[config.mk]
export PLATFORM = sky130hd
export DESIGN_NAME = fir_coeff_loader
export DESIGN_NICKNAME = d
export VERILOG_FILES = /design/src/rtl/fir_pkg.sv /design/src/rtl/cfg_timeout_ctr.sv /design/src/rtl/fir_coeff_loader.sv
export SDC_FILE = /design/constraint.sdc
export NUM_CORES = 1
export LEC_CHECK = 0
export CAP_MARGIN = 25
export CORE_ASPECT_RATIO = 1.75
export CORE_MARGIN = 1.5
export CORE_UTILIZATION = 40
export CTS_BUF_LIST = sky130_fd_sc_hd__clkbuf_4 sky130_fd_sc_hd__clkbuf_8 sky130_fd_sc_hd__clkbuf_16
export CTS_CLUSTER_DIAMETER = 40
export DETAILED_ROUTE_END_ITERATION = 10
export SYNTH_ARGS = -nofsm -noshare
export SYNTH_HDL_FRONTEND = slang
export SYNTH_SLANG_ARGS = --single-unit
[constraint.sdc]
create_clock -name clk -period 4.2 [get_ports clk]
set_input_delay 0.84 -clock clk [delete_from_list [all_inputs] [get_ports clk]]
set_output_delay 0.84 -clock clk [all_outputs]
set_load 0.02 [all_outputs]
[src/rtl/fir_pkg.sv]
`default_nettype none
// ============================================================================
// Module      : fir_pkg
// Description : Shared constants and state encoding for the FIR coefficient
//               loader and its helpers.
// Revision    : 1.0 - initial release
// ============================================================================
package fir_pkg;

    localparam int             NTAPS        = 4;
    localparam int             CW           = 8;
    localparam int             TIMEOUT      = 255;
    localparam logic [7:0]     CFG_HDR_LOAD = 8'hC5;
    localparam logic [7:0]     RESET_COEF   = 8'h01;

    // Loader FSM encoding; CHECK is only reachable in checksum builds
    typedef enum logic [1:0] {
        IDLE      = 2'd0,
        LOAD      = 2'd1,
        CHECK     = 2'd2,
        WAIT_TICK = 2'd3
    } cfg_state_t;

endpackage : fir_pkg
`default_nettype wire

[src/rtl/cfg_timeout_ctr.sv]
`default_nettype none
// ============================================================================
// Module      : cfg_timeout_ctr
// Description : Idle-cycle watchdog for an in-progress configuration frame.
//               o_expired is high in the cycle whose clock edge would bring
//               the idle count up to TIMEOUT, so the owner aborts on exactly
//               that edge. The count restarts after expiry.
// Revision    : 1.0 - initial release
// ============================================================================
module cfg_timeout_ctr #(
    parameter int TIMEOUT = 255
) (
    input  logic clk,
    input  logic rst,
    input  logic i_clear,
    input  logic i_enable,
    output logic o_expired
);

    localparam int CNT_W = (TIMEOUT > 0) ? $clog2(TIMEOUT + 1) : 1;

    logic [CNT_W-1:0] r_cnt;
    logic             w_hit;

    assign w_hit     = i_enable && !i_clear && (r_cnt == CNT_W'(TIMEOUT - 1));
    assign o_expired = w_hit;

    // Count idle cycles; any accepted byte or leaving the frame restarts it
    always_ff @(posedge clk or posedge rst) begin
        if (rst) begin
            r_cnt <= '0;
        end else if (i_clear || w_hit) begin
            r_cnt <= '0;
        end else if (i_enable) begin
            r_cnt <= r_cnt + CNT_W'(1);
        end
    end

endmodule : cfg_timeout_ctr
`default_nettype wire

[src/rtl/fir_coeff_loader.sv]
`default_nettype none
// ============================================================================
// Module      : fir_coeff_loader
// Description : Byte-serial framed coefficient loader. Frames (header C5,
//               NTAPS taps, optional XOR checksum) land in a shadow bank and
//               are committed to the active bank on the next sample_en so
//               the FIR core never sees a mix of old and new taps.
//               Build option: FIR_CFG_CHECKSUM_EN adds the checksum byte and
//               the CHECK state.
// Revision    : 1.0 - initial release
// ============================================================================
module fir_coeff_loader
    import fir_pkg::*;
#(
    parameter int              NTAPS      = fir_pkg::NTAPS,
    parameter int              CW         = fir_pkg::CW,
    parameter int              TIMEOUT    = fir_pkg::TIMEOUT,
    parameter logic [CW-1:0]   RESET_COEF = CW'(fir_pkg::RESET_COEF)
) (
    input  logic                  clk,
    input  logic                  rst,
    input  logic                  cfg_valid,
    input  logic [CW-1:0]         cfg_data,
    output logic                  cfg_ready,
    input  logic                  sample_en,
    output logic [NTAPS*CW-1:0]   coef,
    output logic                  coef_update,
    output logic                  busy,
    output logic                  err
);

    localparam int IW = (NTAPS > 1) ? $clog2(NTAPS) : 1;

    cfg_state_t                  r_state;
    logic [IW-1:0]               r_idx;
    logic [NTAPS-1:0][CW-1:0]    r_shadow;
    logic [NTAPS-1:0][CW-1:0]    r_coef;
    logic                        r_coef_update;
    logic                        r_err;

    logic                        w_ready;
    logic                        w_accept;
    logic                        w_in_frame;
    logic                        w_expired;

    assign w_ready    = (r_state != WAIT_TICK);
    assign w_accept   = cfg_valid && w_ready;
    assign w_in_frame = (r_state == LOAD) || (r_state == CHECK);

    assign cfg_ready   = w_ready;
    assign coef        = r_coef;
    assign coef_update = r_coef_update;
    assign busy        = (r_state != IDLE);
    assign err         = r_err;

    cfg_timeout_ctr #(
        .TIMEOUT   (TIMEOUT)
    ) u_timeout (
        .clk       (clk),
        .rst       (rst),
        .i_clear   (w_accept || !w_in_frame),
        .i_enable  (w_in_frame),
        .o_expired (w_expired)
    );

`ifdef FIR_CFG_CHECKSUM_EN
    logic [CW-1:0] w_csum;

    // XOR of all staged taps, compared against the trailing checksum byte
    always_comb begin
        w_csum = '0;
        for (int i = 0; i < NTAPS; i++) begin
            w_csum = w_csum ^ r_shadow[i];
        end
    end
`endif

    // Frame FSM, shadow staging and atomic commit to the active bank
    always_ff @(posedge clk or posedge rst) begin
        if (rst) begin
            r_state       <= IDLE;
            r_idx         <= '0;
            r_shadow      <= '0;
            r_coef        <= {NTAPS{RESET_COEF}};
            r_coef_update <= 1'b0;
            r_err         <= 1'b0;
        end else begin
            r_coef_update <= 1'b0;
            case (r_state)
                IDLE: begin
                    // Non-header bytes are dropped silently to resync
                    if (w_accept && (cfg_data == CW'(CFG_HDR_LOAD))) begin
                        r_state <= LOAD;
                        r_idx   <= '0;
                    end
                end
                LOAD: begin
                    if (w_accept) begin
                        r_shadow[r_idx] <= cfg_data;
                        if (r_idx == IW'(NTAPS - 1)) begin
`ifdef FIR_CFG_CHECKSUM_EN
                            r_state <= CHECK;
`else
                            r_state <= WAIT_TICK;
`endif
                        end else begin
                            r_idx <= r_idx + IW'(1);
                        end
                    end else if (w_expired) begin
                        r_state <= IDLE;
                        r_err   <= 1'b1;
                    end
                end
`ifdef FIR_CFG_CHECKSUM_EN
                CHECK: begin
                    if (w_accept) begin
                        if (cfg_data == w_csum) begin
                            r_state <= WAIT_TICK;
                        end else begin
                            r_state <= IDLE;
                            r_err   <= 1'b1;
                        end
                    end else if (w_expired) begin
                        r_state <= IDLE;
                        r_err   <= 1'b1;
                    end
                end
`endif
                WAIT_TICK: begin
                    if (sample_en) begin
                        r_coef        <= r_shadow;
                        r_coef_update <= 1'b1;
                        r_err         <= 1'b0;
                        r_state       <= IDLE;
                    end
                end
                default: begin
                    r_state <= IDLE;
                end
            endcase
        end
    end

endmodule : fir_coeff_loader
`default_nettype wire

# Word level (Yosys, flattened, before mapping)
# Index checks and enable logic that the tools add are counted.
# word_totals
out_inout_bits	36
ff_bits	78
elab_cells	73
# op_classes
eq_ne	15
n_reduce_logical	20
order_cmp	2
muxes	21
add_sub_neg	2
# ops
operator	n
32-bit bitwise mux	1
8-bit 2-to-1 mux	3
8-bit demux with 2-bit select	1
8-bit equality test, second input constant	2
2-bit 2-to-1 mux	8
2-bit != test, second input constant	6
4-bit AND reduction	3
8-bit by 1-bit adder with 8-bit output, second input constant	1
2-bit nonzero test	4
2-bit equality test, second input constant	3
3-bit by 2-bit != test with 1-bit output, second input constant	2
2-bit one-hot mux with 3 select lines	1
1-bit logical AND	5
1-bit 2-to-1 mux	5
2-bit one-hot mux with 2 select lines	1
2-bit AND reduction	2
1-bit logical OR	3
2-bit by 3-bit less-than comparator with 1-bit output, second input constant	1
2-bit by 1-bit adder with 2-bit output, second input constant	1
2-bit by 1-bit equality test with 1-bit output, second input constant	1
2-bit by 1-bit >= comparator with 1-bit output, second input constant	1
1-bit zero test	2
2-bit zero test	1
2-bit by 1-bit != test with 1-bit output, second input constant	1
1-bit one-hot mux with 2 select lines	1

# Longest topological paths before layout
# Gate-level depths: netlist (run 1).
# depth
word_depth	10
depth_mapped	7

# Cells and area by module
# From an unflattened synthesis (run 1), not the netlist that was laid out.
# unflattened
hier_cells	231
area_unflattened_um2	3364.5
# by_module_without_submodules
module	instances	area_each_um2	cells_each	seq_area_each_um2
fir_coeff_loader	1	2890.3	184	1756.7
cfg_timeout_ctr	1	474.2	47	200.2

# Worst setup path after synthesis (run 1)
# Ideal clock, no wire load.
# synth_path
path_type	input-to-reg
from	input cfg_valid
to	register r_shadow[24] (netlist name)
setup_slack_ns	2.364
arrival_ns	1.711
cell_stages	5
path_buffers	1
required_ns	4.075
cell_sequence	nor2b_4 -> and2_4 -> buf_12 -> nand2_8 -> mux2_4
# synth_between
elab_chain_len	2
# synth_rtl
item	line	source
from (decl)	fir_coeff_loader.sv:22	input logic cfg_valid,
1-bit logical AND	fir_coeff_loader.sv:47	assign w_accept = cfg_valid && w_ready;
2-bit AND reduction (no line)	n/a	
to (signal, indexed assignment)	fir_coeff_loader.sv:99	r_shadow[r_idx] <= cfg_data;
to (decl)	fir_coeff_loader.sv:36	logic [NTAPS-1:0][CW-1:0] r_shadow;
# Every way passes these cells.
# A chain may end at the register's enable or synchronous reset.

# Final worst setup path (run 1)
# layout_path
from	register r_state[0]
to	output cfg_ready
# layout_between
elab_chain_len	1
# layout_rtl
item	line	source
from (decl)	fir_coeff_loader.sv:34	cfg_state_t r_state;
from (signal assigned)	fir_coeff_loader.sv:81	r_state <= IDLE;
from (signal assigned)	fir_coeff_loader.sv:93	r_state <= LOAD;
from (signal assigned)	fir_coeff_loader.sv:104	r_state <= WAIT_TICK;
2-bit != test	fir_coeff_loader.sv:46	assign w_ready = (r_state != WAIT_TICK);
to (decl)	fir_coeff_loader.sv:24	output logic cfg_ready,
# Every way passes these cells.

==> impl_metrics.env, run 1 <==
export IMPL_grt_ovfl_total=0
export IMPL_synthTopCellsByArea="dfrtp_1 (54%), mux2_4 (14%), mux2_2 (11%), ha_1 (3.3%), dfstp_2 (3.1%)"
export IMPL_yosys_most_used_dff="dfrtp_1"
export IMPL_n_antenna_cell=0
export IMPL_maxSlewHeadroom=0.575
export IMPL_setup_viol=0
export IMPL_power_density_mw_per_mm2=789
export IMPL_crit_fanout=5
export IMPL_dieArea_sq_mm=0.00914
export IMPL_tightest_slew_ns=0.637
export IMPL_finalPower_mw=3.42
export IMPL_drc=0
export IMPL_crit_chain="ha_1 -> inv_1 -> clkdlybuf4s50_1"
export IMPL_instances_no_fill=394
export IMPL_grt_max_degree=34
export IMPL_hold_start="coef[6]"
export IMPL_criticalPathCategory="reg2out"
export IMPL_synth_cell_type_count=36
export IMPL_yosysTopAreaCellShare=0.541
export IMPL_fp_dieW_um=72.9
export IMPL_start_kind="flip-flop"
export IMPL_hp_class="reg2reg"
export IMPL_netlist_area_sq_mm=0.00342
export IMPL_drive_gt1_frac=0.344
export IMPL_vdd_drop_max_uv=339
export IMPL_holdPathStages=1
export IMPL_yosysTopAreaCell="dfrtp_1"
export IMPL_cts_path_max_buffers=2
export IMPL_start_util=0.412
export IMPL_root_buffer="clkbuf_16"
export IMPL_met1_length_um=2700
export IMPL_tns_ns=0
export IMPL_p_leak_nw=2.03
export IMPL_portBuffers=47
export IMPL_cts_sinks=78
export IMPL_wl_per_cell_um=15.9
export IMPL_period_share=0.610
export IMPL_rsz0062_at_grt="false"
export IMPL_pin_count=48
export IMPL_insertion_delay_ns=0.33
export IMPL_nets=296
export IMPL_min_period_ns=2.56
export IMPL_cts_htree_levels=3
export IMPL_final_antenna_net_count=0
export IMPL_dieHeight_um=125
export IMPL_cpPeakStageDelay_ns=0.61
export IMPL_clk_pin_slew_ns=0.05
export IMPL_dr_pass1_iters=4
export IMPL_area_delta_synth_final_pct=26.7
export IMPL_antenna_found_initial=0
export IMPL_routed_wl_um=6270
export IMPL_avgViaCountPerCell=4.80
export IMPL_synthArstFlopShare=1.00
export IMPL_cp_data_arrival_time_ns=1.72
export IMPL_postPlaceCellArea_sq_mm=0.00402
export IMPL_crit_family="buffers and inverters"
export IMPL_fmax_mhz=390
export IMPL_r2r_end="r_shadow[18]"
export IMPL_r2r_slack_ns=2.42
export IMPL_ys_seq_area_frac=0.572
export IMPL_avgSynthCellArea_sq_um=15.6
export IMPL_wl_met3_um=145
export IMPL_cts_hold_fix_buffers=0
export IMPL_finish_utilization=0.521
export IMPL_synth_nets=240
export IMPL_grt_pass1_wl_um=10100
export IMPL_place_inst=379
export IMPL_worst_ep_required_time_ns=3.36
export IMPL_slew_violations=0
export IMPL_finClkSkew_ns=0.00739
export IMPL_synth_seq_cells=78
export IMPL_rows=44
export IMPL_syn_inst=219
export IMPL_rr_startpoint="r_state[0]"
export IMPL_cap_violations=0
export IMPL_cts_resized=0
export IMPL_cts_made_buffers=9
export IMPL_synth_common_cells="dfrtp_1 (74), mux2_2 (32), mux2_4 (32)"
export IMPL_holdPathEnd="coef[6]"
export IMPL_top_layer="met4"
export IMPL_yosys_warnings=0
export IMPL_cp_slowest_cell="clkdlybuf4s50_1"
export IMPL_synth_most_common_cell="dfrtp_1"
export IMPL_finalInstanceArea_sq_mm=0.00433
export IMPL_cts_setup_buffers=0
export IMPL_status="completed"
export IMPL_first_global_vias=1966
export IMPL_cp_num_buf_inv=2
export IMPL_cts_tree="built"
export IMPL_post_dp_hpwl_um=4400
export IMPL_r2r_cells=5
export IMPL_fp_coreArea_sq_mm=0.00831
export IMPL_vias=1893
export IMPL_timing_hold_violations_final=0
export IMPL_drtIter0Drc=138
export IMPL_cp_end_kind="primary output"
export IMPL_grt_usage=0.151
export IMPL_synth_edff_count=0
export IMPL_met2_length_um=3240
export IMPL_globalplace_congestion=0.768
how the worst max path moves through the flow:
| stage | cells past startpoint | to | start |
|---|---|---|---|
| final | 3 | cfg_ready | r_state[0] |
| after detailed placement | 5 | r_shadow[18] | cfg_valid |
| after CTS | 3 | cfg_ready | r_state[0] |
| after global placement | 5 | r_idx[0] | cfg_data[5] |
| after global routing | 3 | cfg_ready | r_state[0] |
| after floorplan | 1 | coef[10] | rst |
worst register-to-register path: stages, from the launching register on:
cell and delay (ns):
dfrtp_1 0.40, ha_1 0.29, nor2b_4 0.21, and2_4 0.31, nand2_8 0.14, mux2_4 0.33
cell families after synthesis:
| family | count (synthesis) | synth area share |
|---|---|---|
| adders and majority gates | 9 | 0.0329 |
| xor gates and xnor gates | 6 | 0.0154 |
| buffers and inverters | 16 | 0.0234 |
| DFF | 78 | 0.572 |
| muxes | 65 | 0.249 |
| and+or+nand+nor | 35 | 0.0782 |
| AOI/OAI and AO/OA | 10 | 0.0296 |
registers in the layout (all words and copies together), names as in the netlist:
register	count
r_shadow	32
r_idx	2
err	1
r_state	2
coef	32
u_timeout.r_cnt	8
coef_update	1
report_power, final:
group	total (mW)	internal, mW	switching, mW
clock network	0.816	0.530	0.286
registers	1.28	1.09	0.190
logic	1.33	0.744	0.584
total	3.42	2.36	1.06
routing by layer:
metal,GRT usage,vias to the layer above
met3,0.0226,14
met1,0.191,965
met5,0,-
li1,-,878
met4,0.0899,0
met2,0.240,36
cells in the final DEF (no fill, tap or decap), types with 3 or more instances in the layout:
cell             count
ha_1                 9
buf_4                3
inv_1               10
dfstp_2              4
clkbuf_16            9
nand3_1              4
dfrtp_1             74
nand2_8              4
mux2_4              32
clkdlybuf4s50_1     47
nand2_1              4
mux2_2              32
xor2_1               5
nor2_1              11
layout make-up:
class	count	area, sq um
clock inverters	4	73.8
fillers	734	3980
inverters	11	41.3
flip-flops and latches	78	1960
repair buffers	50	493
multi-input cells	125	1390
clock buffers	11	240
well taps	115	144
metrics by stage:
step	hold slack [ns]	worst slack, ns
after floorplan	0.477	1.37
after global placement	0.489	1.74
after detailed placement	0.493	1.73
after CTS	0.507	1.62
after global routing	0.513	1.58
final	0.500	1.64
Note: power is estimated with default switching activity, not from simulation.
==> run 2, diff against run 1 <==
clock period = 2.29 ns   (was 4.2 ns; I/O delays follow)
==> run 2 against run 1 <==
Compared with the run above: via count increased by 1.8%; flip-flop and latch count unchanged; critical path type unchanged; critical path depth unchanged; largest cell class unchanged; global-route usage increased by 1.1 points; sequential power increased by 84%; hold slack about the same; non-clock buffer count increased by 8; final cell count increased by 2.3%; clock skew decreased by 0.0019 ns.
==> impl_metrics.env, run 2 (synthesis results as in run 1) <==
export IMPL_n_antenna_cell=0
export IMPL_status="completed"
export IMPL_fp_coreArea_sq_mm=0.00831
export IMPL_vdd_drop_max_uv=609
export IMPL_drive_gt1_frac=0.365
export IMPL_sw_frac_of_total=0.304
export IMPL_cpPeakStageDelay_ns=0.61
export IMPL_final_antenna_net_count=0
export IMPL_maxSlewHeadroom=0.757
export IMPL_antenna_found_initial=0
export IMPL_nets=304
export IMPL_fp_dieW_um=72.9
export IMPL_cts_setup_buffers=0
export IMPL_clk_pin_slew_ns=0.05
export IMPL_routed_wl_um=6670
export IMPL_portBuffers=47
export IMPL_setup_ws_ns=0.104
export IMPL_root_buffer="clkbuf_16"
export IMPL_criticalPathCategory="reg2out"
export IMPL_first_global_vias=2081
export IMPL_area_delta_synth_final_pct=30.5
export IMPL_intPower_mw=4.54
export IMPL_vias=1927
export IMPL_most_common_layout_cells="dfrtp_1 (74), clkdlybuf4s50_1 (47), mux2_2 (32), mux2_4 (32), nor2_1 (11)"
export IMPL_grt_max_degree=65
export IMPL_post_dp_hpwl_um=4580
export IMPL_cts_sinks=78
export IMPL_p_clk_frac=0.258
export IMPL_start_util=0.412
export IMPL_start_kind="flip-flop"
export IMPL_worst_ep_required_time_ns=1.83
export IMPL_tns_ns=0
export IMPL_cp_num_buf_inv=2
export IMPL_grt_ovfl_total=0
export IMPL_insertion_delay_ns=0.33
export IMPL_drtIter0Drc=105
export IMPL_finClkSkew_ns=0.00552
export IMPL_crit_chain="ha_1 -> inv_1 -> clkdlybuf4s50_1"
export IMPL_wl_per_cell_um=16.6
export IMPL_grt_pass1_wl_um=10800
export IMPL_hp_class="reg2reg"
export IMPL_cp_slowest_cell="clkdlybuf4s50_1"
export IMPL_power_share_combinational=0.381
export IMPL_cts_htree_levels=3
export IMPL_setup_viol=0
export IMPL_fmax_mhz=457
export IMPL_cp_end_kind="primary output"
export IMPL_globalplace_congestion=0.808
export IMPL_period_share=0.955
export IMPL_slew_violations=0
export IMPL_dieArea_sq_mm=0.00914
export IMPL_rsz0062_at_grt="false"
export IMPL_drc=0
export IMPL_cts_path_max_buffers=2
export IMPL_rows=44
export IMPL_min_period_ns=2.19
export IMPL_switchingPower_mw=1.98
export IMPL_dr_pass1_iters=4
export IMPL_pwr_share_seq=0.361
export IMPL_grt_usage=0.162
export IMPL_power_density_mw_per_mm2=1460
export IMPL_cts_made_buffers=9
export IMPL_cp_data_arrival_time_ns=1.73
export IMPL_cts_resized=0
export IMPL_cap_violations=0
export IMPL_timing_hold_violations_final=0
export IMPL_fill_cells=719
export IMPL_avgViaCountPerCell=4.78
export IMPL_cts_hold_fix_buffers=0
export IMPL_pin_count=48
export IMPL_cts_tree="built"
export IMPL_tightest_slew_ns=0.365
export IMPL_dieHeight_um=125
export IMPL_crit_fanout=5
export IMPL_post_place_ws_ns=0.201
export IMPL_crit_family="buffers and inverters"
export IMPL_layout_commonest_cell="dfrtp_1"
export IMPL_holdWs_ns=0.500
export IMPL_p_leak_nw=2.10
run 2: routing by layer:
metal | GRT usage | share of wire | vias up
li1 | - | - | 897
met1 | 0.193 | 0.42 | 980
met2 | 0.270 | 0.53 | 39
met3 | 0.0459 | 0.033 | 11
met4 | 0.0666 | 0.019 | 0
met5 | 0 | 0 | -
run 2: cell type report:
class | instances | area, sq um | area share
clock buffers | 13 | 268 | 0.0599
clock inverters | 3 | 90.1 | 0.0202
inverters | 11 | 45.0 | 0.0101
multi-input cells | 125 | 1390 | 0.310
flip-flops and latches | 78 | 1960 | 0.438
well taps | 115 | 144 | 0.0322
repair buffers | 58 | 578 | 0.129
run 2: path summary, 6_finish.rpt:
check                            from           end  slack, ns  depth (start not counted)
max                        r_state[0]     cfg_ready       0.10                          3
min                          coef[30]      coef[30]       0.50                          1
max reg2reg                r_state[0]  r_shadow[30]       0.50                          5
min reg2reg                  coef[30]      coef[30]       0.50                          1
max in group asynchronous         rst       coef[8]       1.38                          3
min in group asynchronous         rst       coef[7]       0.54                          3
run 2: power groups by stage:
| stage | logic, mW | registers (mW) | clock network, mW |
|---|---|---|---|
| after floorplan | 1.38 | 2.60 | 0 |
| after global placement | 2.46 | 2.37 | 0 |
| after detailed placement | 2.50 | 2.38 | 0 |
| after CTS | 2.52 | 2.36 | 1.72 |
| after global routing | 2.67 | 2.44 | 1.77 |
| final | 2.48 | 2.35 | 1.68 |
run 2: stage by stage:
stage / power (mW) / cells / cell area [sq um] / util
2_1_floorplan: 3.98 / 219 / 3430 / -
3_3_place_gp: 4.83 / 387 / 4110 / 0.494
3_5_place_dp: 4.88 / 387 / 4110 / 0.494
4_1_cts: 6.60 / 403 / 4470 / 0.537
5_1_grt: 6.87 / 403 / 4470 / 0.537
6_report: 6.52 / 403 / 4470 / 0.537
==> run 3, diff against run 2 <==
SKIP_CTS_REPAIR_TIMING = 1   (was not set)
==> results of run 3 <==
Same layout as run 2: the final DEF is identical, and so are final timing and power.
